--- config.mk ---
export PLATFORM = sky130hd
export DESIGN_NAME = gmii_tx_framer
export DESIGN_NICKNAME = d
export VERILOG_FILES = /design/src/rtl/gmii_tx_framer.sv
export SDC_FILE = /design/constraint.sdc
export NUM_CORES = 1
export LEC_CHECK = 0
export CORE_MARGIN = 2
export CORE_UTILIZATION = 45
export CTS_BUF_LIST = sky130_fd_sc_hd__clkbuf_2 sky130_fd_sc_hd__clkbuf_4 sky130_fd_sc_hd__clkbuf_8
export DETAILED_ROUTE_END_ITERATION = 10
export DONT_BUFFER_PORTS = 1
export MAX_ROUTING_LAYER = met4
export SETUP_SLACK_MARGIN = 0.3
export SYNTH_ARGS = -nofsm -noshare
export SYNTH_HDL_FRONTEND = slang
export SYNTH_SLANG_ARGS = --single-unit
--- constraint.sdc ---
create_clock -name i_clk -period 4.45 [get_ports i_clk]
set_clock_uncertainty 0.15 [all_clocks]
set_input_delay 0 -clock i_clk [delete_from_list [all_inputs] [get_ports i_clk]]
set_output_delay 0 -clock i_clk [all_outputs]
set_load 0.005 [all_outputs]
--- src/rtl/gmii_tx_framer.sv ---
// rtl/gmii_tx_framer.sv - GMII transmit framer: preamble/SFD, IFG, optional padding and CRC-32 FCS
// Macro GMII_TX_FCS_GEN_EN enables the PAD/FCS states; without it frames go out verbatim.
module gmii_tx_framer #(
  parameter int PREAMBLE_LEN = 7,
`ifdef GMII_TX_FCS_GEN_EN
  parameter int MIN_PAYLOAD  = 60,
`endif
  parameter int IFG_CYCLES   = 12
) (
  input  logic        i_clk,
  input  logic        w_core_rst_n,
  input  logic [7:0]  iv_data,
  input  logic        i_data_valid,
  input  logic        i_data_last,
  output logic        o_data_ready,
  output logic [7:0]  ov_gmii_txd,
  output logic        o_gmii_tx_en,
  output logic        o_gmii_tx_er,
  output logic        o_tx_busy,
  output logic [15:0] ov_tx_pkt_cnt,
  output logic [15:0] ov_underrun_cnt
);

  typedef enum logic [3:0] {
    S_IDLE, S_PREAMBLE, S_SFD, S_DATA, S_PAD, S_FCS, S_ABORT, S_DROP, S_IFG
  } state_t;

  state_t      state_q, state_d;
  logic [7:0]  cnt_q, cnt_d;
  logic        last_acc_q, last_acc_d;
  logic [15:0] pkt_cnt_q, pkt_cnt_d;
  logic [15:0] und_cnt_q, und_cnt_d;
  logic [7:0]  txd_q, txd_d;
  logic        tx_en_q, tx_en_d;
  logic        tx_er_q, tx_er_d;
  logic        xfer;

`ifdef GMII_TX_FCS_GEN_EN
  logic [10:0] byte_cnt_q, byte_cnt_d, byte_inc;
  logic [31:0] crc_q, crc_d, fcs_w;

  function automatic logic [31:0] crc32_byte(input logic [31:0] crc, input logic [7:0] d);
    logic [31:0] c;
    c = crc;
    for (int i = 0; i < 8; i++)
      c = (c[0] ^ d[i]) ? ((c >> 1) ^ 32'hEDB8_8320) : (c >> 1);
    return c;
  endfunction

  assign byte_inc = (byte_cnt_q == 11'h7FF) ? byte_cnt_q : byte_cnt_q + 11'd1;
  assign fcs_w    = ~crc_q;
`endif

  assign xfer = o_data_ready & i_data_valid;

  always_ff @(posedge i_clk or negedge w_core_rst_n) begin
    if (!w_core_rst_n) state_q <= S_IDLE;
    else               state_q <= state_d;
  end

  always_comb begin
    state_d = state_q;
    case (state_q)
      S_IDLE:     if (i_data_valid) state_d = S_PREAMBLE;
      S_PREAMBLE: if (cnt_q == 8'(PREAMBLE_LEN - 1)) state_d = S_SFD;
      S_SFD:      state_d = S_DATA;
      S_DATA: begin
        if (!i_data_valid) state_d = S_ABORT;
`ifdef GMII_TX_FCS_GEN_EN
        else if (i_data_last) state_d = (byte_inc < 11'(MIN_PAYLOAD)) ? S_PAD : S_FCS;
`else
        else if (i_data_last) state_d = S_IFG;
`endif
      end
`ifdef GMII_TX_FCS_GEN_EN
      S_PAD:      if (byte_inc >= 11'(MIN_PAYLOAD)) state_d = S_FCS;
      S_FCS:      if (cnt_q == 8'd3) state_d = S_IFG;
`endif
      S_ABORT:    state_d = last_acc_q ? S_IFG : S_DROP;
      S_DROP:     if (i_data_valid && i_data_last) state_d = S_IFG;
      S_IFG:      if (cnt_q == 8'(IFG_CYCLES - 1)) state_d = i_data_valid ? S_PREAMBLE : S_IDLE;
      default:    state_d = S_IDLE;
    endcase
  end

  // The abort symbol is loaded on the underrun cycle itself, so it reaches the
  // wire while the FSM sits in ABORT and tx_en stays contiguous up to it.
  always_comb begin
    txd_d        = 8'h00;
    tx_en_d      = 1'b0;
    tx_er_d      = 1'b0;
    o_data_ready = (state_q == S_DATA) || (state_q == S_DROP);
    o_tx_busy    = (state_q != S_IDLE);
    case (state_q)
      S_PREAMBLE: begin txd_d = 8'h55; tx_en_d = 1'b1; end
      S_SFD:      begin txd_d = 8'hD5; tx_en_d = 1'b1; end
      S_DATA: begin
        tx_en_d = 1'b1;
        if (i_data_valid) txd_d = iv_data;
        else              tx_er_d = 1'b1;
      end
`ifdef GMII_TX_FCS_GEN_EN
      S_PAD:      tx_en_d = 1'b1;
      S_FCS:      begin txd_d = fcs_w[{cnt_q[1:0], 3'b000} +: 8]; tx_en_d = 1'b1; end
`endif
      default: ;
    endcase
  end

  always_comb begin
    cnt_d      = (state_d != state_q) ? 8'd0 : cnt_q + 8'd1;
    last_acc_d = last_acc_q;
    pkt_cnt_d  = pkt_cnt_q;
    und_cnt_d  = und_cnt_q;
    if (state_q == S_SFD) last_acc_d = 1'b0;
    if (state_q == S_DATA && xfer && i_data_last) last_acc_d = 1'b1;
    if (state_q == S_ABORT) und_cnt_d = und_cnt_q + 16'd1;
`ifdef GMII_TX_FCS_GEN_EN
    byte_cnt_d = byte_cnt_q;
    crc_d      = crc_q;
    if (state_q == S_SFD) begin
      byte_cnt_d = 11'd0;
      crc_d      = 32'hFFFF_FFFF;
    end else if (state_q == S_DATA && xfer) begin
      byte_cnt_d = byte_inc;
      crc_d      = crc32_byte(crc_q, iv_data);
    end else if (state_q == S_PAD) begin
      byte_cnt_d = byte_inc;
      crc_d      = crc32_byte(crc_q, 8'h00);
    end
    if (state_q == S_FCS && cnt_q == 8'd3) pkt_cnt_d = pkt_cnt_q + 16'd1;
`else
    if (state_q == S_DATA && xfer && i_data_last) pkt_cnt_d = pkt_cnt_q + 16'd1;
`endif
  end

  always_ff @(posedge i_clk or negedge w_core_rst_n) begin
    if (!w_core_rst_n) begin
      cnt_q      <= 8'd0;
      last_acc_q <= 1'b0;
      pkt_cnt_q  <= 16'd0;
      und_cnt_q  <= 16'd0;
      txd_q      <= 8'h00;
      tx_en_q    <= 1'b0;
      tx_er_q    <= 1'b0;
`ifdef GMII_TX_FCS_GEN_EN
      byte_cnt_q <= 11'd0;
      crc_q      <= 32'hFFFF_FFFF;
`endif
    end else begin
      cnt_q      <= cnt_d;
      last_acc_q <= last_acc_d;
      pkt_cnt_q  <= pkt_cnt_d;
      und_cnt_q  <= und_cnt_d;
      txd_q      <= txd_d;
      tx_en_q    <= tx_en_d;
      tx_er_q    <= tx_er_d;
`ifdef GMII_TX_FCS_GEN_EN
      byte_cnt_q <= byte_cnt_d;
      crc_q      <= crc_d;
`endif
    end
  end

  assign ov_gmii_txd     = txd_q;
  assign o_gmii_tx_en    = tx_en_q;
  assign o_gmii_tx_er    = tx_er_q;
  assign ov_tx_pkt_cnt   = pkt_cnt_q;
  assign ov_underrun_cnt = und_cnt_q;

endmodule

==> run metrics, run 1 <==
status=finished, final reports clean; final std cells w/o fill=313; Max Root-Sink Buffers=2; clock slew seen by the registers of the worst setup and hold paths=around 100 ps; Net Count, Synth=245; CP endpoint kind=register; IO buf count=0; Top FF cell, synth=dfrtp_1; Die W=78.3 microns; global route overflow=0; via count=~1700; Pins Over Slew Limit=0; GRT Resource Usage Total=roughly 17%; largest net degree at the start of global routing=56; Synth area leaders=dfrtp_1 55%, xnor2_1 7.4%, xor2_1 5.3%; CP Class=register to register; Leak=approximately 1.3 nW; DR iter-0 viols=77; global-route wire length before repair=just over 8 mm; die area=between 6000 and 7000 sq um; synthesized area=2490 sq um; Inserted Diodes=0; crit path launch type=register; TritonCTS clock tree=yes; Power Dens Cells=about 430 nW/um^2; layout cells sized above 1=approximately 5.8%; RSZ-0062 raised after global routing=false; hpwl dp=approximately 3.3 mm; register bit total from synthesis=55; vias in the first global route=1666; Setup WS pre-CTS=~1900 ps; sequential share of the synthesized area=approximately 55%; TritonCTS Buffers=5; Placer Congestion=0.848; Rows=27; max_cap viols=0; Yosys top cell area share=between 50% and 60%; Pre-antenna DRT Iters=4; Synth-to-Final Area Change=11.3%; Synth area leader=dfrtp_1; area occupied by multi-input gates=1070 sq um; Crit path max-delay family=simple AND/OR/NAND/NOR gates; yosys warns=0; Crit path depth=5; Hold Slack=63.5 ps; final design utilization=51.2%; setup bufs post-CTS=0; Syn Inst Count=between 200 and 250; Arrival @ worst endpoint=2500 ps; H-Tree Depth=2; Slowest-stage cell, CP=or4b_1; Core Footprint=roughly 5400 sq um; Reg2Reg Depth=5; Fill cells=around 480; DP Cell Count=294; WL/cell=15.4 microns; initial antenna violation count=0; Starting Density=46.0%; worst hold path class=input pin to asynchronous set/reset pin; DRC viols=0; Final WS setup=a little under 2000 ps; FF/Latch Area=~1400 sq um; maximum vdd drop=between 0.2 and 0.3 mV; fmax=about 400 MHz; Final min period=roughly 2500 ps; Worst Path Max Fanout=15; actual slew at the worst max-slew pin=about 750 ps; Root Buffer=clkbuf_8; TNS Setup=0 ps; Nets=257; crit-path cells=or4b_1, or4_4, nand4_2, mux2i_2, nor2_1; fraction of registers with async set/reset=100%; Final Hold Viols=0; Clk Latency, worst-skew pair=roughly 300 ps; Die Y-Extent=78.3 microns; Vias/cell=roughly 5.3; Rel. slew slack=approximately half; ANT nets after route=0; clock sinks=55; number of flops mapped to enable cells by yosys=0; Crit path buffers/inverters=0; CP max stage delay=between 500 and 600 ps; Post-Route WL=between 4 and 5 mm; final setup vio count=0; library cells used by synthesis=40; synthesized area per cell=about 11 sq um; Worst EP required=4480 ps; ratio of final minimum period to clock period=between 50% and 60%; # IOs=56
power breakdown:
group / internal (W) / switching [W] / leakage, nW
clock network: 0.000108 / 0.000157 / 0.0440
registers: 0.000569 / 0.0000945 / 0.743
logic: 0.000109 / 0.000149 / 0.487
total: 0.000786 / 0.000401 / 1.27
cell usage in the layout, fill, tap and decap left out, drive strengths merged, types with 2 or more instances in the layout:
cell / instances
a21oi: 5
a32oi: 2
and2: 5
and3: 7
and3b: 2
and4: 5
clkbuf: 5
clkinv: 2
dfrtp: 55
dlygate4sd3: 11
ha: 4
inv: 4
nand2: 26
nand3: 15
nand4: 6
nor2: 21
nor3: 2
nor4: 2
o21ai: 5
o41ai: 2
or4: 2
xnor2: 21
xor2: 15
registers in the layout, indices dropped and copies added, names as in the netlist:
signal / cells
ov_tx_pkt_cnt: 16
ov_underrun_cnt: 16
cnt_q: 8
ov_gmii_txd: 8
state_q: 4
last_acc_q: 1
o_gmii_tx_en: 1
o_gmii_tx_er: 1
routing by layer:
layer	GRT usage (%)	vias up	wire length, microns
li1	-	817	-
met1	22.0	800	2150
met2	27.3	51	2350
met3	4.71	5	263
met4	4.74	0	55
met5	-	-	0
per-stage QoR:
| step | instance area, sq um | total power (W) |
|---|---|---|
| floorplan | 2490 | 0.000851 |
| global placement | 2550 | 0.000908 |
| detailed placement | 2550 | 0.000913 |
| CTS | 2770 | 0.00120 |
| global route | 2770 | 0.00126 |
| finish | 2770 | 0.00119 |
Yosys cell counts, types with 2 or more instances:
master / count
clkbuf_1: 5
and3_1: 7
and3b_1: 2
dfrtp_1: 55
o21ai_0: 5
and4_1: 5
nor3_1: 2
nand2_1: 26
o41ai_1: 2
buf_2: 2
nand3_1: 15
or4_4: 2
nor2_1: 21
a21oi_1: 5
ha_1: 4
nand4_1: 5
a32oi_1: 2
inv_1: 4
and2_1: 5
xor2_1: 15
xnor2_1: 21
final cells by class:
type | instances | area share, %
inverters | 4 | 0.542
clock inverters | 2 | 0.497
clock buffers | 5 | 2.49
repair buffers | 12 | 4.97
multi-input cells | 163 | 38.5
flip-flops and latches | 55 | 49.7
well taps | 72 | 3.25
worst paths after layout:
kind / slack (ps) / from / to
max: 1980 / state_q[0] / cnt_q[7]
min: 60 / w_core_rst_n / ov_underrun_cnt[10]
max reg2reg: 1980 / state_q[0] / cnt_q[7]
min reg2reg: 350 / ov_underrun_cnt[15] / ov_underrun_cnt[15]
max in group asynchronous: 3850 / w_core_rst_n / ov_tx_pkt_cnt[10]
min in group i_clk: 210 / iv_data[1] / ov_gmii_txd[1]
cells by family (layout without fill, tap and decap cells):
family	after synthesis	in the layout	share of synthesized area, %
xor+xnor	36	36	12.7
mux	2	2	1.01
flops	55	55	55.3
fa+ha+maj	4	4	2.01
simple gates	100	100	21.6
compound gates	21	21	5.58
buf+inv	11	23	1.76
what timing repair did:
| item | 4_1_cts | 5_1_grt |
|---|---|---|
| gates resized for setup | 0 | 0 |
| hold buffers | 12 | 0 |
| endpoints found under the hold margin | 72 | 0 |
Note: power is estimated with default switching activity, not from simulation.
==> run 2, diff against run 1 <==
==> constraint.sdc (replaced) <==
create_clock -name i_clk -period 2.4 [get_ports i_clk]
set_clock_uncertainty 0.15 [all_clocks]
set_input_delay 0 -clock i_clk [delete_from_list [all_inputs] [get_ports i_clk]]
set_output_delay 0 -clock i_clk [all_outputs]
set_load 0.005 [all_outputs]
==> run metrics, run 2 (synthesis gave the netlist of run 1 again) <==
GRT Resource Usage Total=18.0% (+0.75 points); CP Class=register to register; Post-Route WL=5.05 mm (+4.7%); Nets=267 (+3.9%); Die Y-Extent=78.3 microns (unchanged); max_cap viols=0 (unchanged); commonest non-fill, non-tap cell in the layout=dfrtp_1; Pins Over Slew Limit=0 (unchanged); status=finished, final reports clean; CP endpoint kind=register; TritonCTS Buffers=5 (unchanged); Clock power frac=21.4% (-0.9 points); crit path launch type=register; # IOs=56 (unchanged); Die W=78.3 microns (unchanged); DR iter-0 viols=76 (-1.3%); die area=6140 sq um (unchanged); sw frac=34.0% (+0.23 points); Power Dens Cells=821 nW/um^2 (+92%); Placer Congestion=0.785 (-7.4%); TritonCTS clock tree=yes; IO buf count=0 (unchanged); Final min period=2270 ps (-203 ps); Worst EP required=2440 ps (-2040 ps); fmax=441 MHz (+9.0%); Max Root-Sink Buffers=2 (unchanged); Final Hold Viols=0 (unchanged); H-Tree Depth=2 (unchanged); layout cells sized above 1=10.3% (+4.5 points); Leak=1.34 nW (+5.5%); vias in the first global route=1726 (+3.6%); ratio of final minimum period to clock period=94.4% (+39 points); ANT nets after route=0 (unchanged); TNS Setup=0 ps (unchanged); largest net degree at the start of global routing=56 (unchanged); Psw=0.000813 W (+100%); Worst Path Max Fanout=8 (-7); Core Footprint=5410 sq um (unchanged); Starting Density=46.0% (unchanged); hpwl dp=3.38 mm (+2.5%); Rows=27 (unchanged); maximum vdd drop=0.323 mV (+29%); Rel. slew slack=54.4% (+4.7 points); Pre-antenna DRT Iters=4 (unchanged); WL/cell=15.6 microns (+1.2%); Root Buffer=clkbuf_8; actual slew at the worst max-slew pin=677 ps (-71.0 ps); Pint=0.00158 W (+100%); via count=1728 (+3.3%); commonest non-fill, non-tap cells in the layout=54 x dfrtp_1, 26 x nand2_1, 21 x xnor2_1; Synth-to-Final Area Change=17.1%; RSZ-0062 raised after global routing=true; Reg power frac=49.2% (-6.7 points); global route overflow=0 (unchanged); worst hold path class=input pin to asynchronous set/reset pin; Inserted Diodes=0 (unchanged); Vias/cell=5.33 (-0.22%); initial antenna violation count=0 (unchanged); clock slew seen by the registers of the worst setup and hold paths=100 ps (about the same); Fill cells=484 (+1.5%); global-route wire length before repair=8.45 mm (+4.3%); DRC viols=0 (unchanged); Setup WS pre-CTS=125 ps (-1820 ps); Final WS setup=134 ps (-1850 ps); final setup vio count=0 (unchanged); Arrival @ worst endpoint=2300 ps (-200 ps); clock sinks=55 (unchanged); Clk Latency, worst-skew pair=310 ps (about the same); Comb pwr share=29.4% (+7.7 points)
run 2: what timing repair did:
item,4_1_cts,5_1_grt
pin swaps,7,6
setup buffers,0,1
hold buffers,16,0
resized for setup,2,7
setup endpoints to repair,13,26
gates cloned,0,0
endpoints found under the hold margin,70,0
run 2: critical path, cell delays in order (launching register included):
cell	delay (ps)
dfrtp_1	430
or4_4	570
or4_4	440
nand4_4	120
mux2i_4	360
nor2_1	70
run 2: through the flow:
step,std cells,total power [W],hold slack [ps],instance area [sq um],util (%)
after global routing,324,0.00255,85.9,2910,53.9
final,324,0.00239,54.0,2910,53.9
after global placement,299,0.00178,-444,2600,48.2
after CTS,323,0.00237,36.7,2880,53.2
after detailed placement,299,0.00179,-444,2600,48.2
after floorplan,229,0.00163,-446,2500,-
run 2: worst paths after layout:
kind                                          start             endpoint  slack [ps]  cells after the start
worst max-delay path                       cnt_q[5]             cnt_q[0]         130                      5
worst min-delay path                   w_core_rst_n   ov_underrun_cnt[4]          50                      2
worst max register to register             cnt_q[5]             cnt_q[0]         130                      5
worst min register to register  ov_underrun_cnt[15]  ov_underrun_cnt[15]         350                      1
max in group asynchronous              w_core_rst_n           state_q[0]        1790                      2
min in group i_clk                      i_data_last           state_q[0]         140                      4
run 2: power by group through the flow:
stage,sequential [W],clock [W],combinational (W)
global placement,0.00119,0,0.000586
floorplan,0.00115,0,0.000481
CTS,0.00118,0.000536,0.000658
global route,0.00120,0.000566,0.000781
detailed placement,0.00120,0,0.000590
finish,0.00118,0.000513,0.000702
run 2: final cells by class:
class	instances	area, sq um	area share [%]
clock inverters	3	18.8	0.644
well taps	72	90.1	3.09
clock buffers	5	68.8	2.36
inverters	4	15.0	0.515
flip-flops and latches	55	1380	47.3
multi-input cells	163	1120	38.4
repair buffers	22	225	7.73
run 2: per-layer routing:
layer,vias to the layer above,GRT usage [%],wire (microns)
met3,6,5.98,322
met1,840,22.6,2300
li1,840,-,-
met4,0,5.09,51
met5,-,-,0
met2,42,28.1,2380
